===== src/rtl/pipe_hazard_ctrl_pkg.sv =====
// Shared types for the pipeline hazard sequencer: FSM encoding, stall counter type and
// the packed control word that drives the PC / IF_ID / ID_EX enables.
package pipe_hazard_ctrl_pkg;

    typedef enum logic {
        ST_RUN      = 1'b0,
        ST_MUL_WAIT = 1'b1
    } state_e;

    localparam int REG_ZERO = 0;
    localparam int CNT_BITS = 8;

    typedef logic [CNT_BITS-1:0] cnt_t;

    typedef struct packed {
        logic pc_write;
        logic ifid_write;
        logic if_flush;
        logic idex_bubble;
        logic idex_write;
        logic busy;
    } ctrl_t;

    // One control word per pipeline situation.
    localparam ctrl_t CTRL_RESET    = '{pc_write: 1'b0, ifid_write: 1'b0, if_flush: 1'b1,
                                        idex_bubble: 1'b1, idex_write: 1'b0, busy: 1'b0};
    localparam ctrl_t CTRL_RUN      = '{pc_write: 1'b1, ifid_write: 1'b1, if_flush: 1'b0,
                                        idex_bubble: 1'b0, idex_write: 1'b1, busy: 1'b0};
    localparam ctrl_t CTRL_FLUSH    = '{pc_write: 1'b1, ifid_write: 1'b1, if_flush: 1'b1,
                                        idex_bubble: 1'b1, idex_write: 1'b1, busy: 1'b0};
    localparam ctrl_t CTRL_LOAD_USE = '{pc_write: 1'b0, ifid_write: 1'b0, if_flush: 1'b0,
                                        idex_bubble: 1'b1, idex_write: 1'b1, busy: 1'b0};
    localparam ctrl_t CTRL_MUL_HOLD = '{pc_write: 1'b0, ifid_write: 1'b0, if_flush: 1'b0,
                                        idex_bubble: 1'b0, idex_write: 1'b0, busy: 1'b0};
    localparam ctrl_t CTRL_MUL_WAIT = '{pc_write: 1'b0, ifid_write: 1'b0, if_flush: 1'b0,
                                        idex_bubble: 1'b0, idex_write: 1'b0, busy: 1'b1};

endpackage


===== src/rtl/pipe_hazard_ctrl_if.sv =====
// ID-stage hazard bundle: decoder/pipeline-register fields in, stage enables out.
// master = pipeline side that drives the hazard inputs, slave = hazard controller.
interface pipe_hazard_ctrl_if #(
    parameter int REG_AW = 5
);
    logic [REG_AW-1:0] IFID_rs_i;
    logic [REG_AW-1:0] IFID_rt_i;
    logic [REG_AW-1:0] IDEX_rt_i;
    logic              IDEX_MemRead_i;
    logic              branch_taken_i;
    logic              jump_i;
    logic              mul_start_i;

    logic              PC_write_o;
    logic              IF_ID_write_o;
    logic              IF_Flush_o;
    logic              ID_EX_bubble_o;
    logic              ID_EX_write_o;
    logic              busy_o;

    modport master (
        output IFID_rs_i, IFID_rt_i, IDEX_rt_i, IDEX_MemRead_i,
               branch_taken_i, jump_i, mul_start_i,
        input  PC_write_o, IF_ID_write_o, IF_Flush_o, ID_EX_bubble_o,
               ID_EX_write_o, busy_o
    );

    modport slave (
        input  IFID_rs_i, IFID_rt_i, IDEX_rt_i, IDEX_MemRead_i,
               branch_taken_i, jump_i, mul_start_i,
        output PC_write_o, IF_ID_write_o, IF_Flush_o, ID_EX_bubble_o,
               ID_EX_write_o, busy_o
    );
endinterface


===== src/rtl/pipe_hazard_ctrl_sat_counter.sv =====
// Saturating event counter: counts cycles with inc high, sticks at all-ones.
// One-cycle update latency; async active-low reset clears to zero.
module sat_counter #(
    parameter int CNT_W = 16
) (
    input  logic             clk,
    input  logic             rst,
    input  logic             inc,
    output logic [CNT_W-1:0] q
);

    logic [CNT_W-1:0] cnt_q;
    logic [CNT_W-1:0] cnt_d;

    always_comb begin
        cnt_d = cnt_q;
        if (inc && (cnt_q != '1)) begin
            cnt_d = cnt_q + 1'b1;
        end
    end

    always_ff @(posedge clk or negedge rst) begin
        if (!rst) begin
            cnt_q <= '0;
        end else begin
            cnt_q <= cnt_d;
        end
    end

    assign q = cnt_q;

endmodule


===== src/rtl/pipe_hazard_ctrl.sv =====
// Load-use / branch / multi-cycle-multiply stall and flush sequencer; Mealy, outputs valid same cycle.
// Stalls by dropping PC/IF_ID (and ID_EX during multiply) enables; HAZ_STATS_EN adds stall/flush counters.
module pipe_hazard_ctrl
    import pipe_hazard_ctrl_pkg::*;
#(
    parameter int REG_AW  = 5,
    parameter int MUL_LAT = 4,
    parameter int CNT_W   = 16
) (
    input  logic              clk,
    input  logic              rst,
    pipe_hazard_ctrl_if.slave hz
`ifdef HAZ_STATS_EN
    ,
    output logic [CNT_W-1:0]  stall_cnt_o,
    output logic [CNT_W-1:0]  flush_cnt_o
`endif
);

    localparam cnt_t MUL_INIT = cnt_t'(MUL_LAT - 1);

    if ((MUL_LAT < 2) || (MUL_LAT > 255) || (CNT_W < 1)) begin : g_bad_param
        $error("pipe_hazard_ctrl: MUL_LAT must be 2..255 and CNT_W at least 1");
    end

    state_e            state_q;
    state_e            state_d;
    cnt_t              cnt_q;
    cnt_t              cnt_d;
    ctrl_t             ctrl;

    logic [REG_AW-1:0] ifid_rs;
    logic [REG_AW-1:0] ifid_rt;
    logic [REG_AW-1:0] idex_rt;
    logic              load_use;
    logic              redirect;

    assign ifid_rs = hz.IFID_rs_i;
    assign ifid_rt = hz.IFID_rt_i;
    assign idex_rt = hz.IDEX_rt_i;

    // A load into r0 never produces a value, so it can never cause a hazard.
    assign load_use = hz.IDEX_MemRead_i
                    && (idex_rt != REG_AW'(REG_ZERO))
                    && ((idex_rt == ifid_rs) || (idex_rt == ifid_rt));
    assign redirect = hz.branch_taken_i || hz.jump_i;

    always_comb begin
        state_d = state_q;
        cnt_d   = cnt_q;
        ctrl    = CTRL_RUN;
        if (!rst) begin
            ctrl = CTRL_RESET;
        end else begin
            case (state_q)
                ST_RUN: begin
                    if (redirect) begin
                        ctrl = CTRL_FLUSH;
                    end else if (hz.mul_start_i) begin
                        ctrl    = CTRL_MUL_HOLD;
                        state_d = ST_MUL_WAIT;
                        cnt_d   = MUL_INIT;
                    end else if (load_use) begin
                        ctrl = CTRL_LOAD_USE;
                    end
                end
                ST_MUL_WAIT: begin
                    // The start cycle counts as the first hold cycle, hence MUL_LAT-1 here.
                    ctrl = CTRL_MUL_WAIT;
                    if (cnt_q == cnt_t'(1)) begin
                        state_d = ST_RUN;
                        cnt_d   = '0;
                    end else begin
                        cnt_d = cnt_q - cnt_t'(1);
                    end
                end
                default: begin
                    state_d = ST_RUN;
                    cnt_d   = '0;
                end
            endcase
        end
    end

    always_ff @(posedge clk or negedge rst) begin
        if (!rst) begin
            state_q <= ST_RUN;
            cnt_q   <= '0;
        end else begin
            state_q <= state_d;
            cnt_q   <= cnt_d;
        end
    end

    assign hz.PC_write_o     = ctrl.pc_write;
    assign hz.IF_ID_write_o  = ctrl.ifid_write;
    assign hz.IF_Flush_o     = ctrl.if_flush;
    assign hz.ID_EX_bubble_o = ctrl.idex_bubble;
    assign hz.ID_EX_write_o  = ctrl.idex_write;
    assign hz.busy_o         = ctrl.busy;

`ifdef HAZ_STATS_EN
    logic stall_inc;
    logic flush_inc;

    // Reset forces flush/no-write, which must not be counted as pipeline events.
    assign stall_inc = rst && !ctrl.pc_write;
    assign flush_inc = rst && ctrl.if_flush;

    sat_counter #(.CNT_W(CNT_W)) u_stall_cnt (
        .clk (clk),
        .rst (rst),
        .inc (stall_inc),
        .q   (stall_cnt_o)
    );

    sat_counter #(.CNT_W(CNT_W)) u_flush_cnt (
        .clk (clk),
        .rst (rst),
        .inc (flush_inc),
        .q   (flush_cnt_o)
    );
`endif

endmodule


===== src/flat_wrapper.sv =====
// flat-port wrapper written by rule: the top's interface ports become plain ports
module pipe_hazard_ctrl_flat import pipe_hazard_ctrl_pkg::*;
#(
    parameter int REG_AW  = 5,
    parameter int MUL_LAT = 4,
    parameter int CNT_W   = 16
)
  (clk, rst, hz_IFID_rs_i, hz_IFID_rt_i, hz_IDEX_rt_i, hz_IDEX_MemRead_i, hz_branch_taken_i, hz_jump_i, hz_mul_start_i, hz_PC_write_o, hz_IF_ID_write_o, hz_IF_Flush_o, hz_ID_EX_bubble_o, hz_ID_EX_write_o, hz_busy_o);
  pipe_hazard_ctrl_if #(.REG_AW(REG_AW)) hz_i ();
  input  logic clk;
  input  logic rst;
  input wire logic [$bits(hz_i.IFID_rs_i)-1:0] hz_IFID_rs_i;
  input wire logic [$bits(hz_i.IFID_rt_i)-1:0] hz_IFID_rt_i;
  input wire logic [$bits(hz_i.IDEX_rt_i)-1:0] hz_IDEX_rt_i;
  input wire logic [$bits(hz_i.IDEX_MemRead_i)-1:0] hz_IDEX_MemRead_i;
  input wire logic [$bits(hz_i.branch_taken_i)-1:0] hz_branch_taken_i;
  input wire logic [$bits(hz_i.jump_i)-1:0] hz_jump_i;
  input wire logic [$bits(hz_i.mul_start_i)-1:0] hz_mul_start_i;
  output wire logic [$bits(hz_i.PC_write_o)-1:0] hz_PC_write_o;
  output wire logic [$bits(hz_i.IF_ID_write_o)-1:0] hz_IF_ID_write_o;
  output wire logic [$bits(hz_i.IF_Flush_o)-1:0] hz_IF_Flush_o;
  output wire logic [$bits(hz_i.ID_EX_bubble_o)-1:0] hz_ID_EX_bubble_o;
  output wire logic [$bits(hz_i.ID_EX_write_o)-1:0] hz_ID_EX_write_o;
  output wire logic [$bits(hz_i.busy_o)-1:0] hz_busy_o;
  assign hz_i.IFID_rs_i = hz_IFID_rs_i;
  assign hz_i.IFID_rt_i = hz_IFID_rt_i;
  assign hz_i.IDEX_rt_i = hz_IDEX_rt_i;
  assign hz_i.IDEX_MemRead_i = hz_IDEX_MemRead_i;
  assign hz_i.branch_taken_i = hz_branch_taken_i;
  assign hz_i.jump_i = hz_jump_i;
  assign hz_i.mul_start_i = hz_mul_start_i;
  assign hz_PC_write_o = hz_i.PC_write_o;
  assign hz_IF_ID_write_o = hz_i.IF_ID_write_o;
  assign hz_IF_Flush_o = hz_i.IF_Flush_o;
  assign hz_ID_EX_bubble_o = hz_i.ID_EX_bubble_o;
  assign hz_ID_EX_write_o = hz_i.ID_EX_write_o;
  assign hz_busy_o = hz_i.busy_o;
  pipe_hazard_ctrl #(.REG_AW(REG_AW), .MUL_LAT(MUL_LAT), .CNT_W(CNT_W)) u_core (.clk(clk), .rst(rst), .hz(hz_i));
endmodule

===== config.mk =====
export PLATFORM = sky130hd
export DESIGN_NAME = pipe_hazard_ctrl_flat
export DESIGN_NICKNAME = d
export VERILOG_FILES = /design/src/rtl/pipe_hazard_ctrl_pkg.sv /design/src/rtl/pipe_hazard_ctrl_if.sv /design/src/rtl/pipe_hazard_ctrl_sat_counter.sv /design/src/rtl/pipe_hazard_ctrl.sv /design/src/flat_wrapper.sv
export SDC_FILE = /design/constraint.sdc
export NUM_CORES = 1
export LEC_CHECK = 0
export ABC_AREA = 0
export CAP_MARGIN = 20
export CORE_MARGIN = 5
export CORE_UTILIZATION = 35
export DETAILED_ROUTE_END_ITERATION = 6
export GPL_TIMING_DRIVEN = 1
export PLACE_DENSITY = 0.72
export SYNTH_ARGS = -nofsm -noshare
export SYNTH_HDL_FRONTEND = slang
export SYNTH_SLANG_ARGS = --single-unit

===== constraint.sdc =====
create_clock -name clk -period 1.6 [get_ports clk]
set_input_delay 0.16 -clock clk [delete_from_list [all_inputs] [get_ports clk]]
set_output_delay 0.16 -clock clk [all_outputs]
set_load 0.01 [all_outputs]

# Yosys cells after proc, flatten, opt, wreduce, memory -nomap -nowiden
# Index checks and enable logic that the tools add are counted.
[totals] in_bits=21 output_inout_bits=6 word_cells=28 regBits=9
[op_classes] n_eq_ne=5 n_addsub=1 n_bitwise=1 muxes=13 reduce_logical=6
[ops] op="6-bit 2-to-1 mux" n=4
[ops] op="8-bit 2-to-1 mux" n=3
[ops] op="8-bit one-hot mux with 2 select lines" n=1
[ops] op="6-bit one-hot mux with 2 select lines" n=1
[ops] op="5-bit equality test" n=2
[ops] op="8-bit by 1-bit equality test with 1-bit output (second input constant)" n=1
[ops] op="8-bit by 1-bit subtractor with 8-bit output (second input constant)" n=1
[ops] op="5-bit nonzero test" n=1
[ops] op="2-bit inequality test (second input constant)" n=2
[ops] op="1-bit 2-to-1 mux" n=3
[ops] op="3-bit AND reduction" n=1
[ops] op="1-bit logical AND" n=2
[ops] op="1-bit logical OR" n=2
[ops] op="1-bit one-hot mux with 2 select lines" n=1
[ops] op="1-bit NOT" n=1

# Logic depth before layout (Yosys ltp)
# Gate-level depths: netlist of the first run.
[depth] ltp_word=8 depth_mapped=5 mapped_depth_nobuf=5

# Worst setup path after synthesis of the first run
# OpenSTA, ideal clock, no wires.
[synth_timing] kind="reg-to-output" startpoint="reg u_core.state_q" endpoint="out hz_PC_write_o" path_slack_ps=95 arrival_ps=1345 path_buffers=2 stages_incl_launch_ff=5 path_cell_list="dfrtp_1 -> clkbuf_1 -> nor3b_1 -> o21a_1 -> buf_4"
[synth_between] elab_chain_cells=3
[synth_rtl] element="start: declaration" line_no="pipe_hazard_ctrl.sv:26" text="state_e state_q;"
[synth_rtl] element="start signal: assignment" line_no="pipe_hazard_ctrl.sv:90" text="state_q <= state_d;"
[synth_rtl] element="1-bit NOT" line_no="pipe_hazard_ctrl.sv:55" text="case (state_q)"
[synth_rtl] element="6-bit one-hot mux with 2 select lines *" line_no="pipe_hazard_ctrl.sv:55"
[synth_rtl] element="6-bit 2-to-1 mux *" line_no="pipe_hazard_ctrl.sv:52" text="if (!rst) begin"
[synth_rtl] element="end: declaration" line_no="flat_wrapper.sv:19" text="output wire logic [$bits(hz_i.PC_write_o)-1:0] hz_PC_write_o;"
# Mark *: on every way between the ends. The rest lies on a longest branch, timed or not.

# Final worst setup path of the first run
[layout_timing] startpoint="reg u_core.state_q" endpoint="out hz_busy_o"
[layout_between] elab_chain_cells=3
[layout_rtl] element="1-bit NOT" line_no="pipe_hazard_ctrl.sv:55"
[layout_rtl] element="6-bit one-hot mux with 2 select lines *" line_no="pipe_hazard_ctrl.sv:55"
[layout_rtl] element="6-bit 2-to-1 mux *" line_no="pipe_hazard_ctrl.sv:52"
[layout_rtl] element="end: declaration" line_no="flat_wrapper.sv:24" text="output wire logic [$bits(hz_i.busy_o)-1:0] hz_busy_o;"
# Marked as above.

==> summary.md, run 1 <==
| Metric | Value |
|---|---|
| Hold buffer count at cts | `0` |
| Synth cell types | `27` |
| I/O pins | `27` |
| Port bufs | `26` |
| Largest net degree at the start of global routing | `18` |
| Crit Path Max Fanout | `9` |
| Slew Limit Fails | `0` |
| Cell count of the worst reg-to-reg path | `4` |
| Leakage | `0.5602 nW` |
| DR pass1 iterations | `4` |
| Total stage count of the critical path | `5` |
| Top-count cell post-synth | `xor2_1` |
| Number of flops mapped to enable cells by yosys | `0` |
| Worst skew pair latency | `270 ps` |
| Max Cap Viol | `0` |
| Comb pwr share | `54.8%` |
| Crit path max-delay family | `buffers and inverters` |
| Syn avg cell area | `9.035 µm²` |
| Most frequent cells after synthesis | `14 x xor2_1, 9 x dfrtp_1, 9 x nor2_1` |
| CP arrival | `1370 ps` |
| GPL Wtd Cong | `0.7577` |
| WS Path Type | `reg2out` |
| Sw power | `0.5398 mW` |
| Residual DRC | `0` |
| Final Hold Fails | `0` |
| Tot GR Track Use | `15.28%` |
| Primary FF master, synth | `dfrtp_1` |
| Layout cells sized above 1 | `29.17%` |
| Die span in x | `54.58 µm` |
| Top-area cell type share of the netlist area | `32.37%` |
| Die area | `0.002979 mm²` |
| Core box area | `0.001922 mm²` |
| Critical Path RT | `1440 ps` |
| Critical Path Start Type | `register` |
| Sw Share | `40.05%` |
| Worst-path clk slew | `60 ps` |
| Row count | `16` |
| Initial Util | `36.20%` |
| Setup violations, final | `0` |
| Die Span Y | `54.58 µm` |
| Crit path max-delay cell type | `dfrtp_1` |
| Global-route wire length before repair | `3215 µm` |
| Pint | `0.8079 mW` |
| Antenna Nets Post-Route | `0` |
| Outcome | `completed` |
| Number of diodes | `0` |
| Sequential-to-total area share from yosys stat | `32.37%` |
| Yosys reg bits | `9` |
| Mapped Area | `695.7 µm²` |
| Cell at the root of the clock tree | `clkbuf_4` |
| Clock tree buffer depth | `2` |
| CP Capture Type | `output port` |
| VDD IR max | `0.5216 mV` |
| Vias in the first global route | `759` |
| Max frequency | `0.6543 GHz` |
| Non-filler cells, final | `147` |
| WP buf/inv | `4` |
| Nets | `144` |
| Relative slew slack | `78.89%` |
| Routed WL per cell | `12.74 µm` |
| GRT overflow | `0` |
| Top cells by area, synth | `dfrtp_1 32%, xor2_1 18%, nor2_1 4.9%` |
| Cell taking the most area after synthesis | `dfrtp_1` |
| TritonCTS Buffers | `3` |
| Detailed placement HPWL | `1462 µm` |
| Least-Margin Pin Slew | `313.3 ps` |
| Clk sinks | `9` |
| Vias per Instance | `4.966` |
| Util after Layout | `59.11%` |
| Period utilization | `95.52%` |
| Sequential power share | `31.3%` |
| Initial antenna violation count | `0` |
| DR iter-0 viols | `10` |
| CP Cell Sequence | `buf_4, buf_4, nand2_1, inv_1, dlygate4sd2_1` |
| Syn. warnings | `0` |
| Worst Hold Class | `in2async` |
| DRT Wirelength | `1873 µm` |
| Fin area | `0.001136 mm²` |
| Total number of vias | `730` |
| Clock power frac | `13.8%` |
| Total placed cells including tap cells | `141` |
| Share of synthesized flip-flops with an asynchronous set or reset | `100.0%` |
| Final min period | `1528 ps` |
| Post-synthesis cell count | `77` |
| CTS H-tree lvls | `1` |
| Post-DP Area | `0.001080 mm²` |
| P&R area growth vs syn | `63.31%` |
| Synth Net Count | `100` |
| PD cells | `1186 mW/mm²` |
| Worst clock skew | `4.959 ps` |
| Worst path max stage delay | `380 ps` |
| Most used cell, CP | `buf_4` |
| CTS tree | `yes` |
-- cells by family (layout without fill, tap and decap cells) --
kind of cell	Yosys count	count (layout)	share of synthesized area, %
AND/OR/NAND/NOR	22	22	19.24
AO/OA/AOI/OAI	21	21	21.04
XOR/XNOR	15	15	18.89
flip-flops	9	9	32.37
buffers and inverters	8	51	4.857
adder cells (fa/ha/maj)	2	2	3.597
-- final timing paths --
check,start,end,slack (ps)
max in group asynchronous,rst,u_core.state_q,1010
min in group clk,hz_branch_taken_i,u_core.state_q,470
worst max-delay path,u_core.state_q,hz_busy_o,70
worst min register to register,u_core.cnt_q[7],u_core.cnt_q[7],470
worst min-delay path,rst,u_core.cnt_q[6],420
worst max register to register,u_core.cnt_q[5],u_core.cnt_q[5],150
-- per-layer routing --
metal	global-route usage, %	vias up	routed length, µm
li1	-	364	-
met1	15.93	332	695
met2	25.59	29	928
met3	6.267	5	204
met4	8.714	0	46
met5	0	-	0
-- power by group through the flow --
stage | combinational (mW) | sequential, mW | clock [mW]
6_report | 0.739 | 0.422 | 0.186
5_1_grt | 0.838 | 0.435 | 0.199
4_1_cts | 0.720 | 0.424 | 0.191
3_5_place_dp | 0.742 | 0.426 | 0
3_3_place_gp | 0.728 | 0.424 | 0
2_1_floorplan | 0.414 | 0.405 | 0
-- through the flow --
step	hold slack [ps]	TNS, ps	worst slack [ps]	total power [mW]
CTS	403.7	0	0.1308	1.335
global placement	458.0	-2648	-693.1	1.152
finish	423.1	0	71.71	1.348
detailed placement	469.2	-2676	-705.7	1.168
global route	448.5	-0.9425	-0.9425	1.472
floorplan	-135.6	0	94.60	0.8195
-- cells in the final DEF (no fill, tap or decap), types with 3 or more instances in the layout --
| cell type | synthesis | final |
|---|---|---|
| dlygate4sd2_1 | 0 | 10 |
| buf_4 | 1 | 14 |
| o21a_1 | 4 | 4 |
| clkbuf_4 | 0 | 3 |
| dfrtp_1 | 9 | 9 |
| nor2_1 | 9 | 9 |
| dlymetal6s2s_1 | 0 | 4 |
| buf_2 | 0 | 5 |
| xor2_1 | 14 | 14 |
| clkdlybuf4s50_1 | 0 | 4 |
| inv_1 | 5 | 5 |
| nor3_1 | 4 | 3 |
| o2111ai_1 | 3 | 3 |
| buf_6 | 0 | 3 |
-- layout make-up --
| cell class | count | area [µm²] |
|---|---|---|
| Timing Repair Buffer | 42 | 356.6 |
| Multi-Input combinational cell | 60 | 475.5 |
| Fill cell | 191 | 785.8 |
| Sequential cell | 9 | 225.2 |
| Clock buffer | 4 | 26.28 |
| Tap cell | 27 | 33.78 |
| Inverter | 5 | 18.77 |
-- sequential cells by signal (all words and copies together) (netlist names) --
register and cells:
u_core.cnt_q 8, u_core.state_q 1
-- worst register-to-register path, stage by stage (launching register included) --
cell      delay [ps]
dfrtp_1          420
nor4_4           300
and4bb_2         310
o21a_1           220
nor2_1            80
-- repair_timing --
| action | in CTS | in global routing |
|---|---|---|
| pin swaps | 10 | 8 |
| endpoints found under the hold margin | 0 | 0 |
| setup buffers | 2 | 1 |
| resized for setup | 42 | 15 |
| endpoints found under the setup margin | 6 | 5 |
No activity file was read; power rests on OpenSTA's default activity.
==> run 2, diff against run 1 <==
Settings changed: CTS_CLUSTER_DIAMETER set to 40.
==> results of run 2 <==
Final layout, timing and power as in run 1 (identical DEF).
